File: config.mk
export PLATFORM = sky130hd
export DESIGN_NAME = c7b_rd_arb
export DESIGN_NICKNAME = d
export VERILOG_FILES = /design/src/rtl/c7b_rd_arb_pkg.sv /design/src/rtl/c7b_rr_arb2.sv /design/src/rtl/c7b_rd_arb.sv
export SDC_FILE = /design/constraint.sdc
export NUM_CORES = 1
export LEC_CHECK = 0
export CELL_PAD_IN_SITES_DETAIL_PLACEMENT = 0
export CELL_PAD_IN_SITES_GLOBAL_PLACEMENT = 2
export CORE_MARGIN = 2
export CORE_UTILIZATION = 13
export DETAILED_ROUTE_END_ITERATION = 7
export HOLD_SLACK_MARGIN = 0.02
export PLACE_DENSITY = 0.91
export SLEW_MARGIN = 20
export SYNTH_ARGS = -nofsm -noshare
export SYNTH_HDL_FRONTEND = slang
export SYNTH_SLANG_ARGS = --single-unit
File: constraint.sdc
create_clock -name clk -period 3.3 [get_ports clk]
set_input_delay 0.825 -clock clk [delete_from_list [all_inputs] [get_ports clk]]
set_output_delay 0.825 -clock clk [all_outputs]
set_load 0.02 [all_outputs]
File: src/rtl/c7b_rd_arb_pkg.sv
// Shared types and constants for the AXI read-channel arbiter.
package c7b_rd_arb_pkg;

    typedef enum logic [1:0] {
        ST_IDLE = 2'd0,
        ST_AR   = 2'd1,
        ST_R    = 2'd2
    } rd_state_e;

    localparam logic [1:0] AXI_BURST_INCR = 2'b01;
    localparam logic [2:0] AXI_SIZE_8B    = 3'b011;

    localparam logic [3:0] ICU_ID_DEF        = 4'h0;
    localparam logic [3:0] LSU_ID_DEF        = 4'h1;
    localparam logic [7:0] LINE_BEATS_M1_DEF = 8'd3;

    // Requester bit positions in the arbiter request/grant vectors
    localparam int unsigned REQ_ICU = 0;
    localparam int unsigned REQ_LSU = 1;

endpackage

File: src/rtl/c7b_rr_arb2.sv
// Two-requester round-robin grant; pointer advances only when a grant is accepted.
module c7b_rr_arb2 (
    input  logic       clk,
    input  logic       resetn,
    input  logic [1:0] req_i,
    input  logic       accept_i,
    output logic [1:0] gnt_o
);

    // Index of the requester granted last; reset to ICU so LSU wins the first tie
    logic last_q, last_d;

    // Grant: single requester wins outright, a tie goes to the one not granted last
    always_comb begin
        gnt_o  = req_i;
        last_d = last_q;
        if (req_i == 2'b11) begin
            gnt_o = last_q ? 2'b01 : 2'b10;
        end
        if (accept_i && (|req_i)) begin
            last_d = gnt_o[1];
        end
    end

    // Pointer register
    always_ff @(posedge clk or negedge resetn) begin
        if (!resetn) begin
            last_q <= 1'b0;
        end else begin
            last_q <= last_d;
        end
    end

endmodule

File: src/rtl/c7b_rd_arb.sv
// Shares the AXI AR/R channel between ICU and LSU with one transaction outstanding.
module c7b_rd_arb
    import c7b_rd_arb_pkg::*;
#(
    parameter logic [3:0] ICU_ID        = ICU_ID_DEF,
    parameter logic [3:0] LSU_ID        = LSU_ID_DEF,
    parameter logic [7:0] LINE_BEATS_M1 = LINE_BEATS_M1_DEF
) (
    input  logic        clk,
    input  logic        resetn,
    // ICU side
    input  logic        icu_biu_req,
    input  logic [28:0] icu_biu_addr,
    input  logic        icu_biu_single,
    output logic        biu_icu_ack,
    output logic        biu_icu_data_valid,
    output logic        biu_icu_data_last,
    output logic [63:0] biu_icu_data,
    output logic        biu_icu_fault,
    // LSU side
    input  logic        lsu_biu_rd_req,
    input  logic [31:0] lsu_biu_rd_addr,
    output logic        biu_lsu_rd_ack,
    output logic        biu_lsu_data_valid,
    output logic [63:0] biu_lsu_data,
    // AXI AR channel
    output logic [3:0]  arid,
    output logic [31:0] araddr,
    output logic [7:0]  arlen,
    output logic [2:0]  arsize,
    output logic [1:0]  arburst,
    output logic        arlock,
    output logic [3:0]  arcache,
    output logic [2:0]  arprot,
    output logic        arvalid,
    input  logic        arready,
    // AXI R channel
    input  logic [3:0]  rid,
    input  logic [63:0] rdata,
    input  logic [1:0]  rresp,
    input  logic        rlast,
    input  logic        rvalid,
    output logic        rready,
    output logic        rd_busy
);

    rd_state_e   state_q, state_d;
    logic        owner_lsu_q, owner_lsu_d;
    logic [3:0]  arid_q, arid_d;
    logic [31:0] araddr_q, araddr_d;
    logic [7:0]  arlen_q, arlen_d;
    logic [1:0]  arburst_q, arburst_d;
    logic [7:0]  beat_q, beat_d;
    logic        len_err_q, len_err_d;

    logic [1:0]  req;
    logic [1:0]  gnt;
    logic        arb_accept;
    logic        unused_ok;

    assign req[REQ_ICU] = icu_biu_req;
    assign req[REQ_LSU] = lsu_biu_rd_req;

    c7b_rr_arb2 u_rr (
        .clk      (clk),
        .resetn   (resetn),
        .req_i    (req),
        .accept_i (arb_accept),
        .gnt_o    (gnt)
    );

    // FSM next state, AR field capture and beat-count checking
    always_comb begin
        state_d     = state_q;
        owner_lsu_d = owner_lsu_q;
        arid_d      = arid_q;
        araddr_d    = araddr_q;
        arlen_d     = arlen_q;
        arburst_d   = arburst_q;
        beat_d      = beat_q;
        len_err_d   = len_err_q;
        arb_accept  = 1'b0;
        unique case (state_q)
            ST_IDLE: begin
                if (|req) begin
                    arb_accept = 1'b1;
                    state_d    = ST_AR;
                    beat_d     = '0;
                    arburst_d  = AXI_BURST_INCR;
                    if (gnt[REQ_LSU]) begin
                        owner_lsu_d = 1'b1;
                        arid_d      = LSU_ID;
                        araddr_d    = {lsu_biu_rd_addr[31:3], 3'b000};
                        arlen_d     = '0;
                    end else begin
                        owner_lsu_d = 1'b0;
                        arid_d      = ICU_ID;
                        if (icu_biu_single) begin
                            araddr_d = {icu_biu_addr, 3'b000};
                            arlen_d  = '0;
                        end else begin
                            araddr_d = {icu_biu_addr[28:2], 5'b00000};
                            arlen_d  = LINE_BEATS_M1;
                        end
                    end
                end
            end
            ST_AR: begin
                if (arready) begin
                    state_d = ST_R;
                end
            end
            ST_R: begin
                if (rvalid) begin
                    beat_d = beat_q + 8'd1;
                    // Last beat expected once the count reaches arlen; overruns count as mismatches too
                    if (rlast != (beat_q >= arlen_q)) begin
                        len_err_d = 1'b1;
                    end
                    if (rlast) begin
                        state_d = ST_IDLE;
                    end
                end
            end
            default: state_d = ST_IDLE;
        endcase
    end

    // State and AR field registers
    always_ff @(posedge clk or negedge resetn) begin
        if (!resetn) begin
            state_q     <= ST_IDLE;
            owner_lsu_q <= 1'b0;
            arid_q      <= '0;
            araddr_q    <= '0;
            arlen_q     <= '0;
            arburst_q   <= '0;
            beat_q      <= '0;
            len_err_q   <= 1'b0;
        end else begin
            state_q     <= state_d;
            owner_lsu_q <= owner_lsu_d;
            arid_q      <= arid_d;
            araddr_q    <= araddr_d;
            arlen_q     <= arlen_d;
            arburst_q   <= arburst_d;
            beat_q      <= beat_d;
            len_err_q   <= len_err_d;
        end
    end

    assign arvalid = (state_q == ST_AR);
    assign rready  = (state_q == ST_R);
    assign rd_busy = (state_q != ST_IDLE);

    assign arid    = arid_q;
    assign araddr  = araddr_q;
    assign arlen   = arlen_q;
    assign arburst = arburst_q;
    assign arsize  = AXI_SIZE_8B;
    assign arlock  = 1'b0;
    assign arcache = '0;
    assign arprot  = '0;

    assign biu_icu_ack    = arvalid & arready & ~owner_lsu_q;
    assign biu_lsu_rd_ack = arvalid & arready &  owner_lsu_q;

    assign biu_icu_data_valid = rvalid & rready & ~owner_lsu_q;
    assign biu_lsu_data_valid = rvalid & rready &  owner_lsu_q;
    assign biu_icu_data_last  = rlast;
    assign biu_icu_fault      = |rresp;
    assign biu_icu_data       = rdata;
    assign biu_lsu_data       = rdata;

    // rid is not needed for routing; len_err is a simulation-visible sticky flag
    assign unused_ok = ^{rid, lsu_biu_rd_addr[2:0], len_err_q};

endmodule

* Word level (Yosys, flattened, before mapping)
Index checks and enable logic that the tools add are counted.
** Storage, ports and cells
- Logic and storage cells :: 43
- Output and inout bits :: 194
- Input bits :: 139
- Flip-flop bits (word level) :: 49
** Cells by class
- Reduce and logical (&&, ||, !) cells :: 7
- Mux-type cells :: 15
- Bitwise logic cells :: 7
- Equal/unequal tests :: 7
** Operator list (count)
- $mux W32 :: 1
- $mux W2 :: 8
- $and A1 B1 Y1 :: 6
- $ne A2 B2 Y1 const B :: 3
- $pmux W2 S3 :: 1
- $mux W5 :: 1
- $eq A2 B2 Y1 const B :: 2
- $mux W1 :: 4
- $reduce_and A4 Y1 :: 1
- $reduce_or A2 Y1 :: 2
- $eq A2 B1 Y1 const B :: 1
- $logic_not A2 Y1 :: 1
- $ne A2 B1 Y1 const B :: 1
- $reduce_and A2 Y1 :: 1
- $reduce_bool A2 Y1 :: 1
- $logic_and A1 B1 Y1 :: 1
- $not A1 Y1 :: 1

* Depth between registers and ports, before layout
- Word-level depth :: 4
- Mapped depth :: 6

* Hierarchy
A second synthesis with hierarchy kept.
** Unflattened totals
- Cell total of the unflattened synthesis :: 288
- Area, all modules :: 3059.2 µm²
** By module, submodules not included
- c7b_rd_arb :: instances 1, cells each 282, area each 3004.1 µm², sequential area each 850.8 µm²
- c7b_rr_arb2 :: instances 1, cells each 6, area each 55.1 µm², sequential area each 25.0 µm²

* Least setup slack after synthesis
Ideal clock, no wire load.
- Path kind :: reg-to-output
- Start point :: reg state_q[1]
- End point :: out biu_icu_ack
- Setup slack :: 1.273 ns
- Path buffers :: 0
- Cell stages (with the launch flop) :: 4
- Arrival :: 1.202 ns
- Path through :: dfrtp_1 -> nor2b_1 -> nand2_1 -> nor2_1
** On the way
- Word-level cells in the longest chain between the ends :: 3
** RTL lines
- start: declaration :: line c7b_rd_arb.sv:47 : rd_state_e state_q, state_d;
- start signal: assignment :: line c7b_rd_arb.sv:141 : state_q <= state_d;
- $eq A2 B1 Y1 :: line c7b_rd_arb.sv:152 : assign arvalid = (state_q == ST_AR);
- named net arvalid :: line c7b_rd_arb.sv:35 : output logic arvalid,
- $and A1 B1 Y1 (2 in series) :: line c7b_rd_arb.sv:165 : assign biu_icu_ack = arvalid & arready & ~owner_lsu_q;
- end: declaration :: line c7b_rd_arb.sv:15 : output logic biu_icu_ack,
The timed path passes the listed nets, and every way through them passes these cells.

* Worst setup path in the final report
- Start point :: in arready
- End point :: out biu_icu_ack
** On the way
- Word-level cells in the longest chain between the ends :: 2
** RTL lines
- start: declaration :: line c7b_rd_arb.sv:36 : input logic arready,
- $and A1 B1 Y1 (2 in series) :: line c7b_rd_arb.sv:165
No other way between the ends.

==> flow_metrics.tcl <==
set metrics [dict create \
    avgSynthCellArea_sq_um 8.002 \
    post_drt_wl_per_cell_um 14.83 \
    post-cts-setup-buffers 0 \
    period_needed_ns 2.979 \
    initial_core_util_pct 13.28 \
    grt_pass1_wl_um 12310 \
    cts_buffer_depth 2 \
    grt_pass1_vias 1944 \
    synth_top_family_by_area "buffers and inverters" \
    post_dp_cell_area_sq_um 3124 \
    dp_hpwl_um 6347 \
    grt_max_degree 35 \
    yosysWarnings 0 \
    wl_um 8867 \
    cp-end-kind "output port" \
    setup-tns-final_ns 0 \
    vias 1919 \
    insertion_delay_ns 0.29 \
    grt-ovfl-total 0 \
    synth_adder_area_share_pct 0 \
    fin_crit_sh_pct 90.28 \
    cap_violations 0 \
    hold_viol 0 \
    synth_cells 349 \
    ys_seq_area_share_pct 30.47 \
    outcome "complete, no violations" \
    cts_sinks 34 \
    p_leak_nw 1.281 \
    hold_class "flop to flop" \
    dp_cells 590 \
    synth_compound_area_share_pct 12.90 \
    path_max_fanout 3 \
    relSlewSlack_pct 39.68 \
    io_buffers 109 \
    core_area_sq_um 21020 \
    cp.required_ns 2.47 \
    finClkSkew_ns 0.009656 \
    drive_above_1_share_pct 6.192 \
    fp.dieH_um 150.6 \
    top_layer "met4" \
    clk_pin_slew_ns 0.06 \
    setup_viol_count_final 0 \
    die_width_um 150.6 \
    cts_tree "built" \
    cts_root_buffer "clkbuf_16" \
    fin_area_sq_um 3287 \
    firstDrtPassIters 4 \
    drcViolationCount 0 \
    r2r_slack_ns 1.54 \
    synth_xor_area_share_pct 0 \
    ant_nets 0 \
    stdcell_count 598 \
    area_delta_synth_final_pct 17.70 \
    antenna_cells 0 \
    ys_ff_latch 34 \
    grt_setup_unrepaired "false" \
    syn_area_sq_um 2793 \
    cts_hold_buf 0 \
    synth_simple_gate_area_share_pct 11.11 \
    cts_made_buffers 5 \
    max_freq_ghz 0.3356 \
    antenna_found_initial 0 \
    grt_usage_pct 7.751 \
    nNetsFinal 461 \
    max_slew.worst_pin.slew_ns 0.9048 \
    viasPerCell 3.209 \
    met1_length_um 3430 \
    drt_iter0_drc 69 \
    ys_types 23 \
    peakVddDrop_mv 0.1804 \
    route.met2.wl_um 4014 \
    gp_congestion 0.6452 \
    worstSetupPathType "primary input to output port" \
    htreeDepth 2 \
    rows 53 \
    met3_length_um 909 \
    start_kind "primary input" \
    cts.repair.resized 0 \
    crit_arrival_ns 2.15 \
    maxSlewViolCount 0 \
    muxShareOfSynthArea_pct 0.4032 \
    powerDensity_nw_per_um2 858.6 \
    io_pins 333 \
    die_area_sq_um 22670 \
]
-- cell families after synthesis --
logic type      after synthesis
buf+inv                     173
simple gates                 76
compound gates               63
flops                        34
other cells                   2
mux                           1
-- critical path, cell delays in order --
cell,delay (ns)
clkdlybuf4s50_1,0.51
nand2_1,0.11
nor2_1,0.11
clkdlybuf4s50_1,0.61
-- metal layers --
| layer | vias to the layer above | track usage (%) |
|---|---|---|
| met5 | - | 0 |
| met4 | 0 | 5.802 |
| met3 | 54 | 3.061 |
| met2 | 128 | 11.98 |
| met1 | 844 | 8.567 |
| li1 | 893 | - |
-- registers in the layout, summed over array words and instances, names as in the netlist --
| signal | count |
|---|---|
| u_rr.last_q | 1 |
| arburst | 1 |
| arlen | 1 |
| state_q | 2 |
| araddr | 29 |
-- layout by cell type (no fill, tap or decap) --
master           netlist  final
o21ai_0                1      1
bufinv_16              0      1
nand2_1               62     62
or2_2                  1      2
clkbuf_1              10      2
and2_4                 1      1
inv_1                  2      2
conb_1                 2     24
a31oi_1               30     30
clkbuf_16              0      5
buf_4                156      6
mux2_2                 1      1
nor2_4                 0      1
a21bo_2                1      1
and3_1                 2      2
nand3_1                2      2
a21boi_4               0      1
nor2b_1                2      2
a21oi_1               30     30
buf_2                  2      1
dfrtp_1               34     34
clkdlybuf4s50_1        0    108
nand2b_1               1      1
nor2_1                 4      3
-- per-stage QoR --
stage,power [mW],hold slack [ns],util [%],worst slack (ns)
after floorplan,1.795,0.5294,-,1.273
after CTS,2.908,0.4876,15.64,0.2961
after global routing,3.041,0.4992,15.64,0.2358
after detailed placement,2.316,0.4729,14.86,0.2993
after global placement,2.307,0.4579,14.86,0.3020
final,2.822,0.4857,15.64,0.3207
-- report_power, final --
group | total [mW] | switching [mW] | internal, mW
sequential | 0.763 | 0.137 | 0.626
clock | 0.562 | 0.204 | 0.358
combinational | 1.50 | 0.841 | 0.657
total | 2.82 | 1.18 | 1.64
-- cell type report --
type | instances | area (sq um)
tap | 275 | 344.1
timing repair buffer | 115 | 1131
inverter | 2 | 7.507
sequential | 34 | 850.8
multi-input combinational | 164 | 790.8
clock buffer | 7 | 132.6
clock inverter | 1 | 30.03
fill | 2389 | 17730
-- synthesized netlist by cell type, drive strengths merged --
cell type / n / share of area, %
clkbuf: 10 / 1.3
and3: 2 / 0.45
inv: 2 / 0.27
and2: 1 / 0.31
nand2b: 1 / 0.22
a21bo: 1 / 0.36
nand3: 2 / 0.36
mux2: 1 / 0.40
a21oi: 30 / 5.4
o21ai: 1 / 0.18
nor2: 4 / 0.54
nor2b: 2 / 0.45
nand2: 62 / 8.3
dfrtp: 34 / 30
a31oi: 30 / 6.7
or2: 2 / 0.45
buf: 161 / 43
a21boi: 1 / 0.27
conb: 2 / 0.27
-- worst paths after layout --
kind / from / cells past startpoint / end
setup / recovery: arready / 4 / biu_icu_ack
hold / removal: arburst[0] / 1 / arburst[0]
setup reg to reg: u_rr.last_q / 4 / araddr[26]
hold reg to reg: arburst[0] / 1 / arburst[0]
max in group asynchronous: resetn / 1 / araddr[24]
min in group asynchronous: resetn / 1 / araddr[11]
Note: power is estimated with default switching activity, not from simulation.
